**src/rtl/fetch_pc_unit.sv**
```systemverilog
// Program counter and fetch sequencer: advances IP by 4, stalls on control-flow ops, then redirects or falls through.
// Latency: IP is registered; control-flow ops cost RESOLVE_DELAY bubble cycles before the new IP appears.
// Backpressure: HOLD freezes all state. Optional PC_ALIGN_CHECK_EN macro traps on misaligned taken targets.
module fetch_pc_unit #(
    parameter int              XLEN          = 32,
    parameter logic [XLEN-1:0] RESET_VECTOR  = '0,
    parameter int              RESOLVE_DELAY = 1
) (
    input  logic            CLK,
    input  logic            RESET,
    input  logic            HOLD,
    input  logic [6:0]      OP,
    input  logic            B_TAKEN,
    input  logic [XLEN-1:0] TARGET_OFFSET,
    input  logic [XLEN-1:0] RS1_DATA,
    input  logic [11:0]     IMM_I,
    output logic [XLEN-1:0] IP,
    output logic [XLEN-1:0] PC_DEF,
    output logic            FETCH_VALID,
    output logic            REDIRECT,
    output logic            TRAP
);

    localparam logic [6:0] OPC_JAL    = 7'b1101111;
    localparam logic [6:0] OPC_JALR   = 7'b1100111;
    localparam logic [6:0] OPC_BRANCH = 7'b1100011;

    localparam logic [1:0] ST_RUN     = 2'd0;
    localparam logic [1:0] ST_WAIT    = 2'd1;
`ifdef PC_ALIGN_CHECK_EN
    localparam logic [1:0] ST_TRAPPED = 2'd2;
`endif

    localparam int              CNT_W     = 4;
    localparam logic [XLEN-1:0] FOUR      = XLEN'(4);
    localparam logic [XLEN-1:0] BIT0_MASK = {{(XLEN-1){1'b1}}, 1'b0};

    // Captured control-flow kind, one-hot: [2] branch, [1] jal, [0] jalr.
    logic [1:0]       state_q,   state_d;
    logic [CNT_W-1:0] cnt_q,     cnt_d;
    logic [XLEN-1:0]  ip_q,      ip_d;
    logic [XLEN-1:0]  cf_pc_q,   cf_pc_d;
    logic [2:0]       cf_kind_q, cf_kind_d;
    logic             redirect_q, redirect_d;

    logic             is_branch, is_jal, is_jalr, is_cf;
    logic [XLEN-1:0]  imm_sext;
    logic [XLEN-1:0]  pc_rel_tgt;
    logic [XLEN-1:0]  jalr_tgt;
    logic [XLEN-1:0]  target;
    logic             taken;

    // Opcode decode and target arithmetic; all sums wrap modulo 2^XLEN.
    always_comb begin
        is_branch  = (OP == OPC_BRANCH);
        is_jal     = (OP == OPC_JAL);
        is_jalr    = (OP == OPC_JALR);
        is_cf      = is_branch | is_jal | is_jalr;
        imm_sext   = {{(XLEN-12){IMM_I[11]}}, IMM_I};
        pc_rel_tgt = cf_pc_q + TARGET_OFFSET;
        jalr_tgt   = (RS1_DATA + imm_sext) & BIT0_MASK;
        target     = cf_kind_q[0] ? jalr_tgt : pc_rel_tgt;
        taken      = cf_kind_q[1] | cf_kind_q[0] | (cf_kind_q[2] & B_TAKEN);
    end

`ifdef PC_ALIGN_CHECK_EN
    logic trap_q, trap_d;
`endif

    // Next-state logic: sequential advance in RUN, bubble countdown and resolution in WAIT.
    always_comb begin
        state_d    = state_q;
        cnt_d      = cnt_q;
        ip_d       = ip_q;
        cf_pc_d    = cf_pc_q;
        cf_kind_d  = cf_kind_q;
        redirect_d = 1'b0;
`ifdef PC_ALIGN_CHECK_EN
        trap_d     = trap_q;
`endif
        if (!HOLD) begin
            case (state_q)
                ST_RUN: begin
                    if (is_cf) begin
                        cf_pc_d   = ip_q;
                        cf_kind_d = {is_branch, is_jal, is_jalr};
                        cnt_d     = CNT_W'(RESOLVE_DELAY - 1);
                        state_d   = ST_WAIT;
                    end else begin
                        ip_d = ip_q + FOUR;
                    end
                end
                ST_WAIT: begin
                    if (cnt_q != '0) begin
                        cnt_d = cnt_q - 1'b1;
                    end else begin
                        // Resolve cycle: operands are sampled from this cycle's inputs.
                        state_d = ST_RUN;
                        if (taken) begin
`ifdef PC_ALIGN_CHECK_EN
                            if (target[1:0] != 2'b00) begin
                                ip_d    = cf_pc_q;
                                trap_d  = 1'b1;
                                state_d = ST_TRAPPED;
                            end else begin
                                ip_d       = target;
                                redirect_d = 1'b1;
                            end
`else
                            ip_d       = target;
                            redirect_d = 1'b1;
`endif
                        end else begin
                            ip_d = cf_pc_q + FOUR;
                        end
                    end
                end
`ifdef PC_ALIGN_CHECK_EN
                ST_TRAPPED: begin
                    // Frozen until reset.
                    state_d = ST_TRAPPED;
                end
`endif
                default: begin
                    state_d = ST_RUN;
                end
            endcase
        end
    end

    // State registers with synchronous active-high reset.
    always_ff @(posedge CLK) begin
        if (RESET) begin
            state_q    <= ST_RUN;
            cnt_q      <= '0;
            ip_q       <= RESET_VECTOR;
            cf_pc_q    <= '0;
            cf_kind_q  <= '0;
            redirect_q <= 1'b0;
        end else begin
            state_q    <= state_d;
            cnt_q      <= cnt_d;
            ip_q       <= ip_d;
            cf_pc_q    <= cf_pc_d;
            cf_kind_q  <= cf_kind_d;
            redirect_q <= redirect_d;
        end
    end

`ifdef PC_ALIGN_CHECK_EN
    // Sticky misalignment trap flag, cleared only by reset.
    always_ff @(posedge CLK) begin
        if (RESET) begin
            trap_q <= 1'b0;
        end else begin
            trap_q <= trap_d;
        end
    end
    assign TRAP = trap_q;
`else
    assign TRAP = 1'b0;
`endif

    assign IP          = ip_q;
    assign PC_DEF      = ip_q + FOUR;
    assign FETCH_VALID = (state_q == ST_RUN);
    assign REDIRECT    = redirect_q;

endmodule

```
**config.mk**
```make
export PLATFORM = sky130hd
export DESIGN_NAME = fetch_pc_unit
export DESIGN_NICKNAME = d
export VERILOG_FILES = /design/src/rtl/fetch_pc_unit.sv
export SDC_FILE = /design/constraint.sdc
export NUM_CORES = 1
export LEC_CHECK = 0
export BUFFER_PORTS_ARGS = -buffer_cell sky130_fd_sc_hd__buf_2
export CAP_MARGIN = 5
export CORE_MARGIN = 2
export CORE_UTILIZATION = 52
export CTS_CLUSTER_SIZE = 14
export DETAILED_ROUTE_END_ITERATION = 10
export PLACE_DENSITY = 0.9
export SLEW_MARGIN = 20
export SYNTH_ARGS = -nofsm -noshare
export SYNTH_HDL_FRONTEND = slang
export SYNTH_SLANG_ARGS = --single-unit
```
**constraint.sdc**
```tcl
create_clock -name CLK -period 2.7 [get_ports CLK]
set_input_delay 0.135 -clock CLK [delete_from_list [all_inputs] [get_ports CLK]]
set_output_delay 0.135 -clock CLK [all_outputs]
set_load 0.1 [all_outputs]
```
After elaboration in Yosys (flattened, before gate mapping) --
Cells that the tools add are included.
Storage, ports and cells: bits in registers 74, input bits 87, output and inout port bits 67
Cells by class: add/subtract/negate cells 5, eq/ne operators 8, multiplexer cells 12, bitwise gates (word level) 7, reduce and logical (&&, ||, !) cells 8
Operators by type and width (number):
- $mux 32 | 4
- $add 32x3->32 const B | 2
- $add 32x32->32 | 2
- $pmux 32 s2 | 1
- $eq 7x7->1 const B | 3
- $mux 4 | 2
- $pmux 4 s2 | 1
- $reduce_and 4->1 | 2
- $ne 2x2->1 const B | 3
- $reduce_and 3->1 | 2
- $mux 2 | 2
- $or 1x1->1 | 4
- $pmux 2 s2 | 1
- $reduce_bool 4->1 | 1
- $reduce_or 4->1 | 1
- $sub 4x1->4 const B | 1
- $eq 2x1->1 const B | 1
- $logic_not 2->1 | 1
- $ne 2x1->1 const B | 1
- $not 1->1 | 2
- $reduce_bool 2->1 | 1
- $and 1x1->1 | 1
- $mux 1 | 1

Logic depth before layout (Yosys ltp) --
Gate-level depths: netlist of run 1.
word-level depth 5, mapped depth 12, depth with buffers taken out 12

Worst setup path after synthesis of run 1 --
No wires, ideal clock.
kind reg-to-reg, start point register ip_q[4] (netlist: IP[4]), end point register ip_q[21] (netlist: IP[21]), library setup time 79 ps, arrival 4393 ps, required time 2621 ps, setup slack -1771 ps, stages on the path, launching flop included 12, buffers on the path 2, period minus slack after synthesis 4471 ps, path through dfxtp_1 -> buf_2 -> and4_4 -> nand4_4 -> or3_1 -> buf_2 -> nor2_1 -> xor2_1 -> o21ai_0 -> a221oi_1 -> o21ai_0 -> o21ai_0
On the way: word-level cells in the longest chain between the ends 3
RTL lines:
- start: declaration | RTL line 41 | logic [XLEN-1:0] ip_q, ip_d;
- start signal: assignment | RTL line 143 | ip_q <= ip_d;
- $add 32x3->32
- named net PC_DEF[21] | RTL line 18 | output logic [XLEN-1:0] PC_DEF,
- $mux 32 | RTL line 84 | if (is_cf) begin
- $pmux 32 s2 | RTL line 82 | case (state_q)
The timed path passes the listed nets, and every way through them passes these cells. The select of a mux whose other input is x is not followed. A chain may end at the register's enable or synchronous reset.

Final worst setup path of run 1 --
start point register cf_pc_q[0], end point register ip_q[18] (netlist: IP[18])
On the way: word-level cells in the longest chain between the ends 5, elaborated cells on any way between the ends 6
RTL lines:
- start: declaration | RTL line 42 | logic [XLEN-1:0] cf_pc_q, cf_pc_d;
- start signal: assignment | RTL line 144 | cf_pc_q <= cf_pc_d;
- $add 32x32->32 | RTL line 60 | pc_rel_tgt = cf_pc_q + TARGET_OFFSET;
- $mux 32 | RTL line 62 | target = cf_kind_q[0] ? jalr_tgt : pc_rel_tgt;
- $mux 32 * | RTL line 99 | if (taken) begin
- $mux 32 * | RTL line 94 | if (cnt_q != '0) begin
- $pmux 32 s2 * | RTL line 82
Mark *: on every way between the ends. The rest lies on a longest branch, timed or not. The select of a mux whose other input is x is not followed.

==> results of run 1 <==
metal layers:
layer  up-vias  global-route usage (%)  part of all wire [%]  wire, µm
met5         -                       0                     0         0
met1      4488                   40.11                    38     11070
met2       561                   59.14                    47     13670
met4         0                   27.47                   8.5      2485
li1       4604                       -                     -         -
met3       170                   4.508                   6.9      2027
worst max path at each step:
stage / end / slack, ps / from
2_1_floorplan: IP[27]$_SDFFE_PP0P_ / -550 / IP[4]$_SDFFE_PP0P_
3_3_place_gp: IP[22]$_SDFFE_PP0P_ / -250 / cf_pc_q[0]$_SDFFE_PP0P_
3_5_place_dp: IP[28]$_SDFFE_PP0P_ / -370 / RS1_DATA[7]
4_1_cts: IP[18]$_SDFFE_PP0P_ / -120 / cf_pc_q[0]$_SDFFE_PP0P_
5_1_grt: IP[30]$_SDFFE_PP0P_ / -210 / cf_pc_q[0]$_SDFFE_PP0P_
6_report: IP[18]$_SDFFE_PP0P_ / -110 / cf_pc_q[0]$_SDFFE_PP0P_
flip-flops by register name, indices dropped and copies added, names as in the netlist:
register,count
REDIRECT,1
cnt_q,4
cf_kind_q,3
IP,32
cf_pc_q,32
state_q,1
critical path: stages, from the launching register on:
cell and delay (ps):
dfxtp_2 330, ha_4 160, inv_2 50, fa_2 220, nor2b_4 60, o31ai_4 250
a311oi_2 170, o31a_1 360, buf_4 160, or3_4 350, a311oi_2 310, a21oi_2 50
nor2_1 120, a2111oi_0 70
final cells by class:
| class | instances | share of cell area [%] |
|---|---|---|
| clock buffer | 10 | 2.099 |
| timing repair buffer | 286 | 17.66 |
| tap | 188 | 2.156 |
| multi-input combinational | 963 | 62.20 |
| inverter | 33 | 1.136 |
| sequential | 73 | 14.12 |
| clock inverter | 6 | 0.6194 |
stage by stage:
stage,std cells,hold slack (ps),utilization (%)
3_5_place_dp,1532,439.6,67.21
6_report,1559,82.09,72.29
5_1_grt,1559,108.8,72.29
3_3_place_gp,1532,436.2,67.21
2_1_floorplan,1131,289.3,-
4_1_cts,1552,81.67,70.27
layout by cell type, fill, tap and decap left out, drive strengths merged, types with 33 or more instances in the layout:
master,synthesis,layout
nor3,33,33
a21oi,122,122
nand3,40,40
ha,64,64
nand2,150,150
inv,33,34
o21ai,70,70
nor2,97,97
xor2,39,39
dfxtp,73,73
xnor2,44,44
buf,10,284
logic make-up after synthesis:
group	Yosys count	share of synthesized area, %
simple gates	429	25.66
xor+xnor	83	9.195
mux	11	1.457
other cells	1	0.04695
flops	73	18.30
compound gates	373	30.03
fa+ha+maj	66	10.53
buf+inv	95	4.793
repair_timing:
action,in CTS,in global routing
hold buffers,0,0
setup endpoints to repair,23,27
pin swaps,18,33
hold endpoints to repair,0,0
gates resized for setup,35,51
setup buffers,4,8
power by group through the flow:
stage	registers (mW)	clock network [mW]	logic, mW
global placement	1.12	0	0.901
CTS	1.10	1.23	0.928
finish	1.10	1.23	0.970
global route	1.10	1.27	1.04
floorplan	1.18	0	0.546
detailed placement	1.12	0	0.914
==> impl_metrics.env, run 1 <==
export IMPL_fillCellCount=1159
export IMPL_reg2reg_depth=13
export IMPL_hold_depth=3
export IMPL_grt_max_degree=54
export IMPL_dieWidth_um=127.9
export IMPL_insertion_delay_ps=350
export IMPL_syn_avg_cell_area_um2=7.062
export IMPL_core_um2=15090
export IMPL_cap_violations=0
export IMPL_drive_above_1_share_pct=31.44
export IMPL_cp_required_ps=2890
export IMPL_period_needed_ps=2805
export IMPL_numPortBuffers=152
export IMPL_worst_slack_ps=-105.5
export IMPL_synth_edf_count=0
export IMPL_crit_type="register to register"
export IMPL_start_util_pct=52.94
export IMPL_ys_ff_latch=73
export IMPL_syn_cell_area_um2=7988
export IMPL_root_buffer="clkbuf_16"
export IMPL_power_frac_seq_pct=33.3
export IMPL_die_y_um=127.9
export IMPL_cp_end_kind="register"
export IMPL_p_comb_share_pct=29.4
export IMPL_status="finished with violations"
export IMPL_slew_viol_final=0
export IMPL_crit_fanout=4
export IMPL_r2r_start="cf_pc_q[0]$_SDFFE_PP0P_"
export IMPL_regToRegEndpoint="IP[18]$_SDFFE_PP0P_"
export IMPL_synth_ff_type="dfxtp_1"
export IMPL_reg2reg_slack_ps=-110
export IMPL_switching_share_pct=34.12
export IMPL_finalCritPeriodShare_pct=103.9
export IMPL_synth_cells=1131
export IMPL_setup_tns_ps=-362.0
export IMPL_dpl_cell_area_um2=10140
export IMPL_hold_violations=0
export IMPL_grt_ovfl_total=0
export IMPL_drt_wl_total_um=29250
export IMPL_rows=45
export IMPL_yosysSeqAreaShare_pct=18.30
export IMPL_viasPerCell=6.301
export IMPL_post_dp_hpwl_um=22220
export IMPL_start_kind="register"
export IMPL_n_antenna_cell=0
export IMPL_antenna_found_initial=0
export IMPL_vias=9823
export IMPL_synth_common_cells="nand2_1 (150), a21oi_1 (122), nor2_1 (96), dfxtp_1 (73), o21ai_0 (69)"
export IMPL_ys_async_sr_fraction_pct=0
export IMPL_powerDensity_nw_per_um2=302.1
export IMPL_synthesis_nets=1284
export IMPL_hp_start="OP[3]"
export IMPL_antenna_left=0
export IMPL_synth_warnings=0
export IMPL_remaining_drc_errors=0
export IMPL_numCtsBuffers=9
export IMPL_drt_iter0_markers=883
export IMPL_slew_headroom_pct=55.23
export IMPL_rsz0062_at_grt="yes"
export IMPL_hold_path_class="input port to register"
export IMPL_regArea_um2=1540
export IMPL_nets=1519
export IMPL_cts_tree="built"
export IMPL_setup_viol=6
export IMPL_multi_input_area_um2=6785
export IMPL_clkTransAtPathRegs_ps=60
export IMPL_worstPathArrival_ps=3000
export IMPL_clock_skew_ps=10.53
export IMPL_power_internal_mw=2.171
export IMPL_grtUsageTotal_pct=35.06
export IMPL_clockPowerShare_pct=37.3
export IMPL_htreeDepth=3
export IMPL_dieArea_um2=16370
export IMPL_grt_pass1_vias=9553
export IMPL_synth_top_area_share_pct=18.30
export IMPL_violations="setup timing"
export IMPL_timing_fmax_mhz=356.4
export IMPL_clkSinkCount=73
export IMPL_p_total_mw=3.295
export IMPL_synthToLayoutAreaGrowth_pct=36.56
export IMPL_worst_slew_pin_slew_ps=663.2
export IMPL_preCtsSetupSlack_ps=-372.9
export IMPL_wl_per_cell_um=18.76
export IMPL_power_leakage_nw=4.695
export IMPL_p_switching_mw=1.124
export IMPL_synth_cell_types=73
export IMPL_cts_buffer_depth=2
export IMPL_ir_worst_vdd_mv=0.3308
export IMPL_hold_path_end="cf_kind_q[1]$_SDFFE_PP0P_"
export IMPL_ys_top_cells_by_area="dfxtp_1 (18%), ha_1 (10%), a21oi_1 (7.6%), nand2_1 (7.0%), xnor2_1 (4.8%)"
export IMPL_first_pass_iters=5
export IMPL_ios=154
export IMPL_grt_first_pass_wirelength_um=46170
export IMPL_fin_area_um2=10910
export IMPL_gp_congestion=0.9990
export IMPL_synth_most_common_cell="nand2_1"
export IMPL_yosys_area_top_type="dfxtp_1"
Note: power is estimated with default switching activity, not from simulation.
==> inputs of run 2 (changes only) <==
Settings changed: CELL_PAD_IN_SITES_DETAIL_PLACEMENT from default to 1, CELL_PAD_IN_SITES_GLOBAL_PLACEMENT from default to 1, CORE_UTILIZATION 52 to 44, PLACE_DENSITY 0.9 to 0.95.
Clock period 2.7 ns to 3.3 ns, I/O delays scaled along.
==> run 2 against run 1 <==
The flow now finishes without violations. Via count down 5.0%. Clock skew down 5.2 ps. Flip-flop and latch count unchanged. Worst setup slack better by 290 ps. Wire length up 5.2%. Cell area down 13%. Critical path depth down 3. Die area up 18%. Sequential share of layout area up 1.8 points. Sequential power down 18%. Power down 21%. Combinational power down 27%. Largest power group unchanged. Highest routed layer unchanged.
==> impl_metrics.env, run 2 (same netlist as run 1, synthesis figures left out) <==
export IMPL_synthToLayoutAreaGrowth_pct=18.94
export IMPL_timing_fmax_mhz=321.2
export IMPL_hold_depth=3
export IMPL_cp_end_kind="register"
export IMPL_final_common_cell="buf_2"
export IMPL_drt_iter0_markers=508
export IMPL_vias=9335
export IMPL_crit_end="IP[11]$_SDFFE_PP0P_"
export IMPL_slew_viol_final=0
export IMPL_critical_path_top_delay_family="compound AO/OA/AOI/OAI gates"
export IMPL_path_depth=10
export IMPL_grt_first_pass_wirelength_um=48690
export IMPL_core_um2=17900
export IMPL_powerDensity_nw_per_um2=274.2
export IMPL_dieArea_um2=19250
export IMPL_root_buffer="clkbuf_16"
export IMPL_cp_required_ps=3560
export IMPL_regToRegEndpoint="IP[11]$_SDFFE_PP0P_"
export IMPL_antenna_found_initial=0
export IMPL_grtUsageTotal_pct=31.05
export IMPL_die_y_um=138.7
export IMPL_gp_congestion=1.002
export IMPL_worstPathArrival_ps=3370
export IMPL_drt_wl_total_um=30780
export IMPL_grt_ovfl_total=0
export IMPL_status="complete, no violations"
export IMPL_drive_above_1_share_pct=20.63
export IMPL_antenna_left=0
export IMPL_cts_buffer_depth=2
export IMPL_cts_tree="built"
export IMPL_hold_violations=0
export IMPL_numPortBuffers=152
export IMPL_slowest_stage="a2111oi_0"
export IMPL_cap_violations=0
export IMPL_power_leakage_nw=4.104
export IMPL_first_pass_iters=5
export IMPL_cp_cell_sequence="ha_1 -> a211oi_1 -> o21a_1 -> o31a_1 -> nor3_1 -> a2111oi_0 -> xnor2_1 -> nor3_1 -> a211o_1 -> a211oi_1"
export IMPL_htreeDepth=3
export IMPL_post_dp_hpwl_um=23760
export IMPL_crit_buf_inv=0
export IMPL_reg2reg_slack_ps=190
export IMPL_worst_slew_pin_slew_ps=1009
export IMPL_remaining_drc_errors=0
export IMPL_rsz0062_at_grt="no"
export IMPL_dp_cells=1478
export IMPL_reg2reg_depth=10
export IMPL_start_kind="register"
export IMPL_grt_pass1_vias=9669
export IMPL_setup_viol=0
export IMPL_setup_tns_ps=0
export IMPL_ir_worst_vdd_mv=0.2988
export IMPL_final_cell_mix="buf_2 (152), nand2_1 (150), a21oi_1 (121)"
export IMPL_viasPerCell=6.248
export IMPL_wl_per_cell_um=20.60
export IMPL_rows=49
export IMPL_n_antenna_cell=0
export IMPL_insertion_delay_ps=360
export IMPL_clkSinkCount=73
export IMPL_numCtsBuffers=9
export IMPL_layout_cells_non_filler=1494
export IMPL_crit_type="register to register"
export IMPL_nets=1413
export IMPL_finalCritPeriodShare_pct=94.36
export IMPL_start_util_pct=44.62
export IMPL_crit_start="cf_pc_q[1]$_SDFFE_PP0P_"
export IMPL_clkTransAtPathRegs_ps=60
export IMPL_grt_max_degree=69
export IMPL_dieWidth_um=138.7
export IMPL_slew_headroom_pct=32.46
export IMPL_crit_fanout=4
export IMPL_crit_path_max_incr_delay_ps=570
export IMPL_hold_path_class="input port to register"
export IMPL_period_needed_ps=3114
export IMPL_clock_skew_ps=5.298
export IMPL_ios=154
export IMPL_r2r_start="cf_pc_q[1]$_SDFFE_PP0P_"
run 2: changes by cell type in the layout (fill, tap and decap cells not counted), moves of 6 or more:
cell,change
a21oi_1,+8
dfxtp_1,+10
ha_1,+9
a21oi_2,-6
ha_4,-9
o21ai_0,+6
buf_12,-10
buf_2,+11
buf_4,-103
run 2: metal layers:
metal  vias to the layer above  GRT usage [%]  part of all wire [%]  wire length [µm]
met2                       301          55.42                    50             15270
li1                       4375              -                     -                 -
met3                       121          5.007                   4.5              1388
met5                         -              0                     0                 0
met4                         0          22.06                   7.4              2272
met1                      4538          33.43                    38             11840
run 2: worst min path at each step:
stage | startpoint | end | slack, ps
after global routing | OP[3] | cf_kind_q[1]$_SDFFE_PP0P_ | 140
after global placement | cf_kind_q[1]$_SDFFE_PP0P_ | cf_kind_q[1]$_SDFFE_PP0P_ | 460
final | OP[3] | cf_kind_q[1]$_SDFFE_PP0P_ | 130
after CTS | OP[3] | cf_kind_q[1]$_SDFFE_PP0P_ | 130
after detailed placement | cf_kind_q[2]$_SDFFE_PP0P_ | cf_kind_q[2]$_SDFFE_PP0P_ | 470
after floorplan | OP[3] | cf_kind_q[1]$_SDFFE_PP0P_ | 320
run 2: power breakdown:
group | leakage [nW] | internal, mW | switching [mW]
clock | 0.146 | 0.563 | 0.439
combinational | 3.36 | 0.241 | 0.463
sequential | 0.602 | 0.883 | 0.0164
total | 4.10 | 1.69 | 0.919
run 2: worst register-to-register path: stages, from the launching register on:
cell,delay (ps)
dfxtp_1,380
ha_1,270
a211oi_1,400
o21a_1,290
o31a_1,240
nor3_1,80
a2111oi_0,570
xnor2_1,180
nor3_1,60
a211o_1,320
a211oi_1,230
run 2: cell type report:
| class | instances | area (µm²) |
|---|---|---|
| Clock buffer | 10 | 250.2 |
| Clock inverter | 6 | 46.29 |
| Fill cell | 2375 | 8402 |
| Inverter | 33 | 123.9 |
| Multi-Input combinational cell | 963 | 6307 |
| Sequential cell | 73 | 1515 |
| Tap cell | 229 | 286.5 |
| Timing Repair Buffer | 180 | 970.9 |
run 2: what timing repair did:
| item | 4_1_cts | 5_1_grt |
|---|---|---|
| gates resized for setup | 0 | 5 |
| setup endpoints to repair | 0 | 5 |
| hold buffers | 0 | 0 |
| setup buffers | 0 | 0 |
run 2: stage by stage:
step | worst slack [ps] | power, mW | hold slack (ps) | area [µm²] | utilization [%]
finish | 186.2 | 2.605 | 134.0 | 9500 | 53.07
global route | 23.16 | 2.701 | 138.5 | 9500 | 53.07
CTS | 61.39 | 2.601 | 125.9 | 9477 | 52.94
detailed placement | 176.1 | 1.609 | 467.9 | 9180 | 51.28
global placement | 332.1 | 1.590 | 455.6 | 9180 | 51.28
floorplan | 15.01 | 1.408 | 319.3 | 8200 | -
==> inputs of run 3 (changes only) <==
Settings changed: MAX_ROUTING_LAYER from default to met4.
==> run 3 against run 2 <==
Clock power fell by 5%. Sequential power barely moved. Highest routed layer unchanged. Core utilization fell by 0.15 points. Flip-flop and latch count did not move. Count of clock-buffer cells in the layout did not move. Cell area fell by 0.28%. First-iteration DRC count rose by 5.7%. Wire length rose by 4.1%. Via count rose by 1.3%. Worst setup slack got worse by 45 ps. Die area did not move.
==> impl_metrics.env, run 3 (same netlist as run 1, synthesis figures left out) <==
export IMPL_ir_worst_vdd_mv=0.3369
export IMPL_synthToLayoutAreaGrowth_pct=18.61
export IMPL_htreeDepth=3
export IMPL_switching_share_pct=36.02
export IMPL_rows=49
export IMPL_grtUsageTotal_pct=33.50
export IMPL_grt_pass1_vias=9949
export IMPL_drt_wl_total_um=32030
export IMPL_powerDensity_nw_per_um2=269.6
export IMPL_antenna_left=0
export IMPL_numCtsBuffers=9
export IMPL_die_y_um=138.7
export IMPL_crit_fanout=9
export IMPL_nets=1410
export IMPL_gp_congestion=1.000
export IMPL_start_util_pct=44.62
export IMPL_worstPathArrival_ps=2990
export IMPL_grt_first_pass_wirelength_um=50980
export IMPL_dieWidth_um=138.7
export IMPL_insertion_delay_ps=360
export IMPL_cap_violations=0
export IMPL_cp_end_kind="output port"
export IMPL_power_internal_mw=1.634
export IMPL_root_buffer="clkbuf_16"
export IMPL_ios=154
export IMPL_cts_tree="built"
export IMPL_post_dp_hpwl_um=24460
export IMPL_vias=9454
export IMPL_multi_input_area_um2=6327
export IMPL_clockPowerShare_pct=37.1
export IMPL_slew_headroom_pct=27.97
export IMPL_cts_setup_buffers=0
export IMPL_whs_ps=117.6
export IMPL_slew_viol_final=0
export IMPL_viasPerCell=6.341
export IMPL_finalCritPeriodShare_pct=95.73
export IMPL_antenna_found_initial=0
export IMPL_drt_iter0_markers=537
export IMPL_clock_skew_ps=11.76
export IMPL_dieArea_um2=19250
export IMPL_wl_met2_um=16200
export IMPL_clkTransAtPathRegs_ps=60
export IMPL_p_comb_share_pct=27.7
export IMPL_remaining_drc_errors=0
export IMPL_n_antenna_cell=0
export IMPL_power_leakage_nw=4.069
export IMPL_top_layer="met4"
export IMPL_drive_above_1_share_pct=20.76
export IMPL_regArea_um2=1515
export IMPL_cp_required_ps=3130
export IMPL_hold_depth=3
export IMPL_reg2reg_depth=9
export IMPL_met3_length_um=1437
export IMPL_hold_violations=0
export IMPL_wl_met1_um=12260
export IMPL_final_common_cell="buf_2"
export IMPL_p_switching_uw=920.0
export IMPL_power_frac_seq_pct=35.2
export IMPL_wl_per_cell_um=21.48
export IMPL_fin_area_um2=9474
export IMPL_numPortBuffers=152
export IMPL_first_pass_iters=4
export IMPL_fillCellCount=2354
export IMPL_clkSinkCount=73
export IMPL_grt_max_degree=69
export IMPL_core_um2=17900
export IMPL_worst_slew_pin_slew_ps=1076
export IMPL_hold_path_class="input port to register"
export IMPL_setup_viol=0
export IMPL_grt_ovfl_total=0
export IMPL_cts_buffer_depth=2
export IMPL_period_needed_ps=3159
export IMPL_dpl_cell_area_um2=9158
export IMPL_final_cell_mix="buf_2 (151), nand2_1 (150), a21oi_1 (120)"
export IMPL_timing_fmax_mhz=316.6
export IMPL_status="complete, no violations"
export IMPL_crit_type="register to output port"
export IMPL_start_kind="register"
==> run 3: final cells by class <==
cell class,instances,share of cell area [%]
clock inverter,6,0.4358
tap,229,3.024
multi-input combinational,963,66.79
sequential,73,15.99
clock buffer,10,2.417
timing repair buffer,177,10.04
inverter,33,1.307
==> run 3: critical path, stage by stage (launching register included) <==
cell and delay [ps]:
dfxtp_4 420, and3_1 210, nand3_1 190, or3_1 530
or2_1 420, nor2_4 220, xor2_4 190, buf_2 460
==> run 3: worst paths after layout <==
kind	startpoint	end	slack [ps]
min	OP[3]	cf_kind_q[1]$_SDFFE_PP0P_	120
min reg2reg	cf_kind_q[2]$_SDFFE_PP0P_	cf_kind_q[2]$_SDFFE_PP0P_	490
max	IP[9]$_SDFFE_PP0P_	PC_DEF[27]	140
max reg2reg	cf_pc_q[10]$_SDFFE_PP0P_	IP[17]$_SDFFE_PP0P_	180
==> run 3: layer usage <==
metal | up-vias | track usage, %
li1 | 4378 | -
met1 | 4607 | 35.41
met2 | 344 | 59.61
met3 | 125 | 4.489
met4 | 0 | 20.10
met5 | - | -
==> run 3: what timing repair did <==
action	4_1_cts	5_1_grt
setup endpoints to repair	0	14
hold buffers	0	0
gates resized for setup	0	11
==> run 3: per-stage QoR <==
step / power [mW] / worst slack, ps / cells / setup TNS (ps) / utilization [%]
2_1_floorplan: 1.408 / 15.01 / 1131 / 0 / -
5_1_grt: 2.652 / -16.83 / 1491 / -16.83 / 52.92
3_3_place_gp: 1.590 / 289.8 / 1475 / 0 / 51.15
6_report: 2.554 / 141.0 / 1491 / 0 / 52.92
3_5_place_dp: 1.612 / 89.85 / 1475 / 0 / 51.15
4_1_cts: 2.547 / 20.91 / 1491 / 0 / 52.66
==> run 3: power groups by stage <==
stage / sequential (mW) / combinational, mW / clock, mW
after global routing: 0.899 / 0.767 / 0.986
after floorplan: 0.962 / 0.445 / 0
after global placement: 0.917 / 0.673 / 0
after CTS: 0.898 / 0.700 / 0.949
after detailed placement: 0.918 / 0.694 / 0
final: 0.898 / 0.708 / 0.948
